--- config.mk ---
export PLATFORM = sky130hd
export DESIGN_NAME = key_fifo_rpt_flat
export DESIGN_NICKNAME = d
export VERILOG_FILES = /design/src/rtl/key_fifo_rpt_if.sv /design/src/rtl/key_fifo_rpt.sv /design/src/flat_wrapper.sv
export SDC_FILE = /design/constraint.sdc
export NUM_CORES = 1
export LEC_CHECK = 0
export ABC_AREA = 0
export CAP_MARGIN = 20
export CORE_MARGIN = 4
export CORE_UTILIZATION = 67
export DETAILED_ROUTE_END_ITERATION = 16
export GPL_ROUTABILITY_DRIVEN = 0
export PLACE_DENSITY_LB_ADDON = 0.3
export SLEW_MARGIN = 5
export SYNTH_ARGS = -nofsm -noshare
export SYNTH_HDL_FRONTEND = slang
export SYNTH_SLANG_ARGS = --single-unit
--- constraint.sdc ---
create_clock -name clk -period 8.45 [get_ports clk]
set_input_delay 2.1125 -clock clk [delete_from_list [all_inputs] [get_ports clk]]
set_output_delay 2.1125 -clock clk [all_outputs]
set_load 0.05 [all_outputs]
--- src/rtl/key_fifo_rpt_if.sv ---
// Keyboard queue bus: decoder-side key/strobe inputs, CPU pop port and queue status.
interface key_fifo_rpt_if #(
  parameter int unsigned DATA_W = 8,
  parameter int unsigned DEPTH  = 64
);
  localparam int unsigned LVL_W = $clog2(DEPTH) + 1;

  logic              sample_en;
  logic [DATA_W-1:0] ascii_key;
  logic              will_read;
  logic              clear;
  logic [DATA_W-1:0] cpu_data;
  logic              empty;
  logic              full;
  logic [LVL_W-1:0]  level;
  logic              overflow;

  modport master (
    output sample_en, ascii_key, will_read, clear,
    input  cpu_data, empty, full, level, overflow
  );

  modport slave (
    input  sample_en, ascii_key, will_read, clear,
    output cpu_data, empty, full, level, overflow
  );
endinterface

--- src/rtl/key_fifo_rpt.sv ---
// Keyboard input FIFO with typematic auto-repeat between the key decoder and CPU MMIO read.
// Repeat timing advances only on sample_en cycles; clear flushes the queue but not the repeat FSM.
module key_fifo_rpt #(
  parameter int unsigned DATA_W      = 8,
  parameter int unsigned DEPTH       = 64,
  parameter int unsigned DELAY_TICKS = 300000,
  parameter int unsigned RATE_TICKS  = 30000,
  parameter bit          REPEAT_EN   = 1'b1
) (
  input logic         clk,
  input logic         rst,
  key_fifo_rpt_if.slave kb
);

  localparam int unsigned PTR_W = $clog2(DEPTH);
  localparam int unsigned LVL_W = PTR_W + 1;
  localparam int unsigned MAX_T = (DELAY_TICKS > RATE_TICKS) ? DELAY_TICKS : RATE_TICKS;
  localparam int unsigned CNT_W = (MAX_T > 1) ? $clog2(MAX_T) : 1;
  localparam logic [CNT_W-1:0] DELAY_LAST = CNT_W'(DELAY_TICKS - 1);
  localparam logic [CNT_W-1:0] RATE_LAST  = CNT_W'(RATE_TICKS - 1);
  localparam logic [LVL_W-1:0] LVL_FULL   = LVL_W'(DEPTH);

  typedef enum logic [1:0] {
    ST_IDLE   = 2'd0,
    ST_DELAY  = 2'd1,
    ST_REPEAT = 2'd2,
    ST_HOLD   = 2'd3
  } state_t;

  state_t            r_state;
  logic [CNT_W-1:0]  r_cnt;
  logic [DATA_W-1:0] r_prev_key;

  logic [DATA_W-1:0] r_mem [DEPTH];
  logic [PTR_W-1:0]  r_head;
  logic [PTR_W-1:0]  r_tail;
  logic [LVL_W-1:0]  r_level;
  logic [DATA_W-1:0] r_cpu_data;
  logic              r_empty;
  logic              r_full;
  logic              r_overflow;

  logic              w_key_nz;
  logic              w_key_same;
  logic              w_push;
  logic              w_pop;
  logic              w_push_acc;
  logic [LVL_W-1:0]  w_level_nxt;

  assign w_key_nz   = |kb.ascii_key;
  assign w_key_same = (kb.ascii_key == r_prev_key);

  // Push request: new press, key change, or repeat-counter expiry on a strobe cycle.
  always_comb begin
    w_push = 1'b0;
    if (kb.sample_en && w_key_nz) begin
      case (r_state)
        ST_IDLE:   w_push = 1'b1;
        ST_DELAY:  w_push = !w_key_same || ((r_cnt == DELAY_LAST) && REPEAT_EN);
        ST_REPEAT: w_push = !w_key_same || (r_cnt == RATE_LAST);
        ST_HOLD:   w_push = !w_key_same;
        default:   w_push = 1'b0;
      endcase
    end
  end

  // Repeat FSM; frozen on cycles without a sample strobe.
  always_ff @(posedge clk) begin
    if (rst) begin
      r_state    <= ST_IDLE;
      r_cnt      <= '0;
      r_prev_key <= '0;
    end else if (kb.sample_en) begin
      case (r_state)
        ST_IDLE: begin
          if (w_key_nz) begin
            r_prev_key <= kb.ascii_key;
            r_cnt      <= '0;
            r_state    <= ST_DELAY;
          end
        end
        ST_DELAY: begin
          if (!w_key_nz) begin
            r_state <= ST_IDLE;
          end else if (!w_key_same) begin
            r_prev_key <= kb.ascii_key;
            r_cnt      <= '0;
          end else if (r_cnt == DELAY_LAST) begin
            r_cnt   <= '0;
            r_state <= REPEAT_EN ? ST_REPEAT : ST_HOLD;
          end else begin
            r_cnt <= r_cnt + CNT_W'(1);
          end
        end
        ST_REPEAT: begin
          if (!w_key_nz) begin
            r_state <= ST_IDLE;
          end else if (!w_key_same) begin
            r_prev_key <= kb.ascii_key;
            r_cnt      <= '0;
            r_state    <= ST_DELAY;
          end else if (r_cnt == RATE_LAST) begin
            r_cnt <= '0;
          end else begin
            r_cnt <= r_cnt + CNT_W'(1);
          end
        end
        ST_HOLD: begin
          if (!w_key_nz) begin
            r_state <= ST_IDLE;
          end else if (!w_key_same) begin
            r_prev_key <= kb.ascii_key;
            r_cnt      <= '0;
            r_state    <= ST_DELAY;
          end
        end
        default: r_state <= ST_IDLE;
      endcase
    end
  end

  // A full queue still accepts a push when a pop frees a slot in the same cycle.
  assign w_pop       = kb.will_read & ~r_empty;
  assign w_push_acc  = w_push & (~r_full | w_pop);
  assign w_level_nxt = r_level + LVL_W'(w_push_acc) - LVL_W'(w_pop);

  always_ff @(posedge clk) begin
    if (w_push_acc && !rst && !kb.clear) begin
      r_mem[r_tail] <= kb.ascii_key;
    end
  end

  always_ff @(posedge clk) begin
    if (rst || kb.clear) begin
      r_head     <= '0;
      r_tail     <= '0;
      r_level    <= '0;
      r_cpu_data <= '0;
      r_overflow <= 1'b0;
      r_empty    <= 1'b1;
      r_full     <= 1'b0;
    end else begin
      if (kb.will_read) begin
        r_cpu_data <= w_pop ? r_mem[r_head] : '0;
      end
      if (w_pop) begin
        r_head <= r_head + PTR_W'(1);
      end
      if (w_push_acc) begin
        r_tail <= r_tail + PTR_W'(1);
      end
      if (w_push && !w_push_acc) begin
        r_overflow <= 1'b1;
      end
      r_level <= w_level_nxt;
      r_empty <= (w_level_nxt == '0);
      r_full  <= (w_level_nxt == LVL_FULL);
    end
  end

  assign kb.cpu_data = r_cpu_data;
  assign kb.empty    = r_empty;
  assign kb.full     = r_full;
  assign kb.level    = r_level;
  assign kb.overflow = r_overflow;

endmodule

--- src/flat_wrapper.sv ---
// flat-port wrapper written by rule: the top's interface ports become plain ports
module key_fifo_rpt_flat 
#(
  parameter int unsigned DATA_W      = 8,
  parameter int unsigned DEPTH       = 64,
  parameter int unsigned DELAY_TICKS = 300000,
  parameter int unsigned RATE_TICKS  = 30000,
  parameter bit          REPEAT_EN   = 1'b1
)
  (clk, rst, kb_sample_en, kb_ascii_key, kb_will_read, kb_clear, kb_cpu_data, kb_empty, kb_full, kb_level, kb_overflow);
  key_fifo_rpt_if #(.DATA_W(DATA_W), .DEPTH(DEPTH)) kb_i ();
  input logic clk;
  input logic rst;
  input wire logic [$bits(kb_i.sample_en)-1:0] kb_sample_en;
  input wire logic [$bits(kb_i.ascii_key)-1:0] kb_ascii_key;
  input wire logic [$bits(kb_i.will_read)-1:0] kb_will_read;
  input wire logic [$bits(kb_i.clear)-1:0] kb_clear;
  output wire logic [$bits(kb_i.cpu_data)-1:0] kb_cpu_data;
  output wire logic [$bits(kb_i.empty)-1:0] kb_empty;
  output wire logic [$bits(kb_i.full)-1:0] kb_full;
  output wire logic [$bits(kb_i.level)-1:0] kb_level;
  output wire logic [$bits(kb_i.overflow)-1:0] kb_overflow;
  assign kb_i.sample_en = kb_sample_en;
  assign kb_i.ascii_key = kb_ascii_key;
  assign kb_i.will_read = kb_will_read;
  assign kb_i.clear = kb_clear;
  assign kb_cpu_data = kb_i.cpu_data;
  assign kb_empty = kb_i.empty;
  assign kb_full = kb_i.full;
  assign kb_level = kb_i.level;
  assign kb_overflow = kb_i.overflow;
  key_fifo_rpt #(.DATA_W(DATA_W), .DEPTH(DEPTH), .DELAY_TICKS(DELAY_TICKS), .RATE_TICKS(RATE_TICKS), .REPEAT_EN(REPEAT_EN)) u_core (.clk(clk), .rst(rst), .kb(kb_i));
endmodule
==> impl_metrics.csv <==
group,metric,value,unit
run_status,status,"completed",
layout,nets,1354,
timing,worst_pin_slew,1.18,ns
layout,post-route-util,75.6,%
clock_network,insertion_delay,0.59,ns
synthesis,syn-num-nets,1304,
clock_network,clockBufferDepth,3,
synthesis,synth-edff-count,512,
synthesis,synth_ff_type,"edfxtp_1",
critical_path,path_max_fanout,43,
grt,grt_pass1_wl,83500,um
clock_network,h-tree-depth,2,
die,rows,67,
timing,finalSetupViolCount,0,
timing,fin_crit,5.53,ns
die,die_area,0.0375,mm^2
layout,n_antenna_cell,0,
synthesis,synthArstFlopShare,0,%
place,hpwlAfterDp,32400,um
die,die_width,194,um
die,core_area,0.0338,mm^2
grt,use_met2,47.4,%
synthesis,syn-cell-area,0.0231,mm^2
timing,max-slew-margin-rel,21.5,%
grt,grt_pass1_vias,12500,
detailed_routing,drtIter0Drc,1707,
timing,rsz0062_at_grt,"false",
place,portBuffers,30,
detailed_routing,drt_pass1_iterations,7,
layout,layout-drive-gt1-share,19.3,%
timing,fin_crit_sh,65.5,%
synthesis,synthCells,1276,
grt,met3_usage,5.39,%
place,placed_area,0.0238,mm^2
clock_network,cts_buffers,54,
die,io_pins,31,
layout,final_cells,1818,
die,initial_core_util,68.4,%
grt,overflow,0,
clock_network,cts_resized,0,
synthesis,avgSynthCellArea,18.1,um^2
timing,tns,0,ns
power_and_ir_drop,irDropWorstVdd,177,uV
synthesis,ys_warn_count,0,
critical_path,setup.worst_path.end_class,"flop",
clock_network,clk_pin_slew,0.06,ns
layout,final_cell_mix,"edfxtp_1 (512), mux4_2 (138), nor2_1 (101), dfxtp_1 (62), clkbuf_16 (57)",
detailed_routing,wl,55300,um
critical_path,path_class,"primary input to flop",
timing,hold_viol,0,
power_and_ir_drop,power_density,225,mW/mm^2
grt,busiest_layer,"met2",
critical_path,crit_required,8.66,ns
grt,grt_max_degree,63,
die,fp.dieH,194,um
detailed_routing,via_count,12900,
layout,finalInstanceArea,0.0256,mm^2
critical_path,arrival,5.75,ns
clock_network,cts_root_buffer,"clkbuf_16",
place,place_inst,1717,
synthesis,synth.distinct_cells,64,
detailed_routing,antenna_left,0,
grt,met1_usage,43.6,%
timing,clock.fmax,181,MHz
detailed_routing,wl_per_cell,30.4,um
timing,fin_skew,0.0185,ns
clock_network,clock_sink_count,577,
grt,grt_antenna_before_repair,1,
place,detailedPlace.worstSlack,2.35,ns
detailed_routing,drc,0,
layout,final_common_cell,"edfxtp_1",
critical_path,cp-start-kind,"primary input",
timing,worst_slack,2.92,ns
clock_network,cts_hold_buf,0,
clock_network,cts_tree,"yes",
synthesis,ys_seq_elements,577,
synthesis,ys_seq_area_share,72.2,%
clock_network,postCtsSetupBuffers,0,
grt,track_usage,29.6,%
power_and_ir_drop,p_leak,0.00779,uW
min_path,min_path_type,"flop to flop",
timing,slew_viol_final,0,
detailed_routing,vias_per_cell,7.07,
flow_run,max-cap-violations,0,
layout,syn_to_final_growth,10.6,%
final timing paths:
kind | slack, ns | cells past startpoint | start | end
hold / removal | 0.51 | 2 | u_core.r_cnt[17] | u_core.r_cnt[17]
setup reg to reg | 4.12 | 9 | u_core.r_cnt[0] | u_core.r_mem[2][7]
setup / recovery | 2.92 | 10 | kb_ascii_key[7] | u_core.r_mem[2][7]
hold reg to reg | 0.51 | 2 | u_core.r_cnt[17] | u_core.r_cnt[17]
registers in the layout, indices dropped and copies added (netlist names), 2 cells and up, named ones only:
signal              flops
u_core.r_mem          512
u_core.r_cnt           19
u_core.kb.cpu_data      8
u_core.r_prev_key       8
u_core.kb.level         7
u_core.r_head           6
u_core.r_tail           6
u_core.r_state          2
per-stage QoR:
step	hold slack (ns)	power, uW
finish	0.506	5750
detailed placement	0.497	3450
global placement	0.472	3440
floorplan	0.459	3340
CTS	0.507	5750
global route	0.540	5910
per-layer routing:
metal / vias up / wire [um] / share of wire [%]
met4: 2 / 1390 / 2.5
met2: 943 / 27500 / 50
met3: 108 / 5800 / 10
li1: 5246 / - / -
met1: 6561 / 20600 / 37
met5: - / 11 / 0.020
area by class of cell:
cell class / count / area (um^2)
flip-flops and latches: 577 / 16700
fillers: 1803 / 8230
multi-input cells: 608 / 6040
clock buffers: 74 / 1520
well taps: 448 / 561
repair buffers: 54 / 453
clock inverters: 26 / 175
inverters: 31 / 118
cells in the mapped netlist, types with 15 or more instances:
cell type	n	area (um^2)
a21oi_1	19	95.1
buf_2	15	75.1
clkbuf_1	33	124
dfxtp_1	65	1300
edfxtp_1	512	15400
inv_1	29	109
mux2i_1	32	320
mux4_2	138	3110
nand2_1	41	154
nand2b_1	16	100
nand3_1	29	145
nand4_1	17	106
nor2_1	101	379
o21ai_0	22	110
o22ai_1	15	93.8
power breakdown:
group          internal [uW]  total (uW)  switching [uW]  leakage, uW
logic                   89.1         266             177      0.00183
clock network           1320        2350            1040     0.000831
registers               3110        3130            16.6      0.00513
total                   4520        5750            1230      0.00779
worst max-delay path, stage by stage:
cell and delay (ns):
buf_2 0.46, buf_4 0.56, xnor2_1 0.21, nand4_1 0.18, o22ai_1 0.22, nand3_2 0.21, nand3_2 0.16, clkinv_2 0.12
or3b_1 0.98, nor2_1 0.48
cells by family after synthesis:
group	share of synthesized area, %
AOI/OAI and AO/OA	3.53
xor gates and xnor gates	0.721
adders and majority gates	0.845
buffers and inverters	1.65
DFF	72.2
muxes	14.8
and+or+nand+nor	6.20
Note: power is estimated with default switching activity, not from simulation.
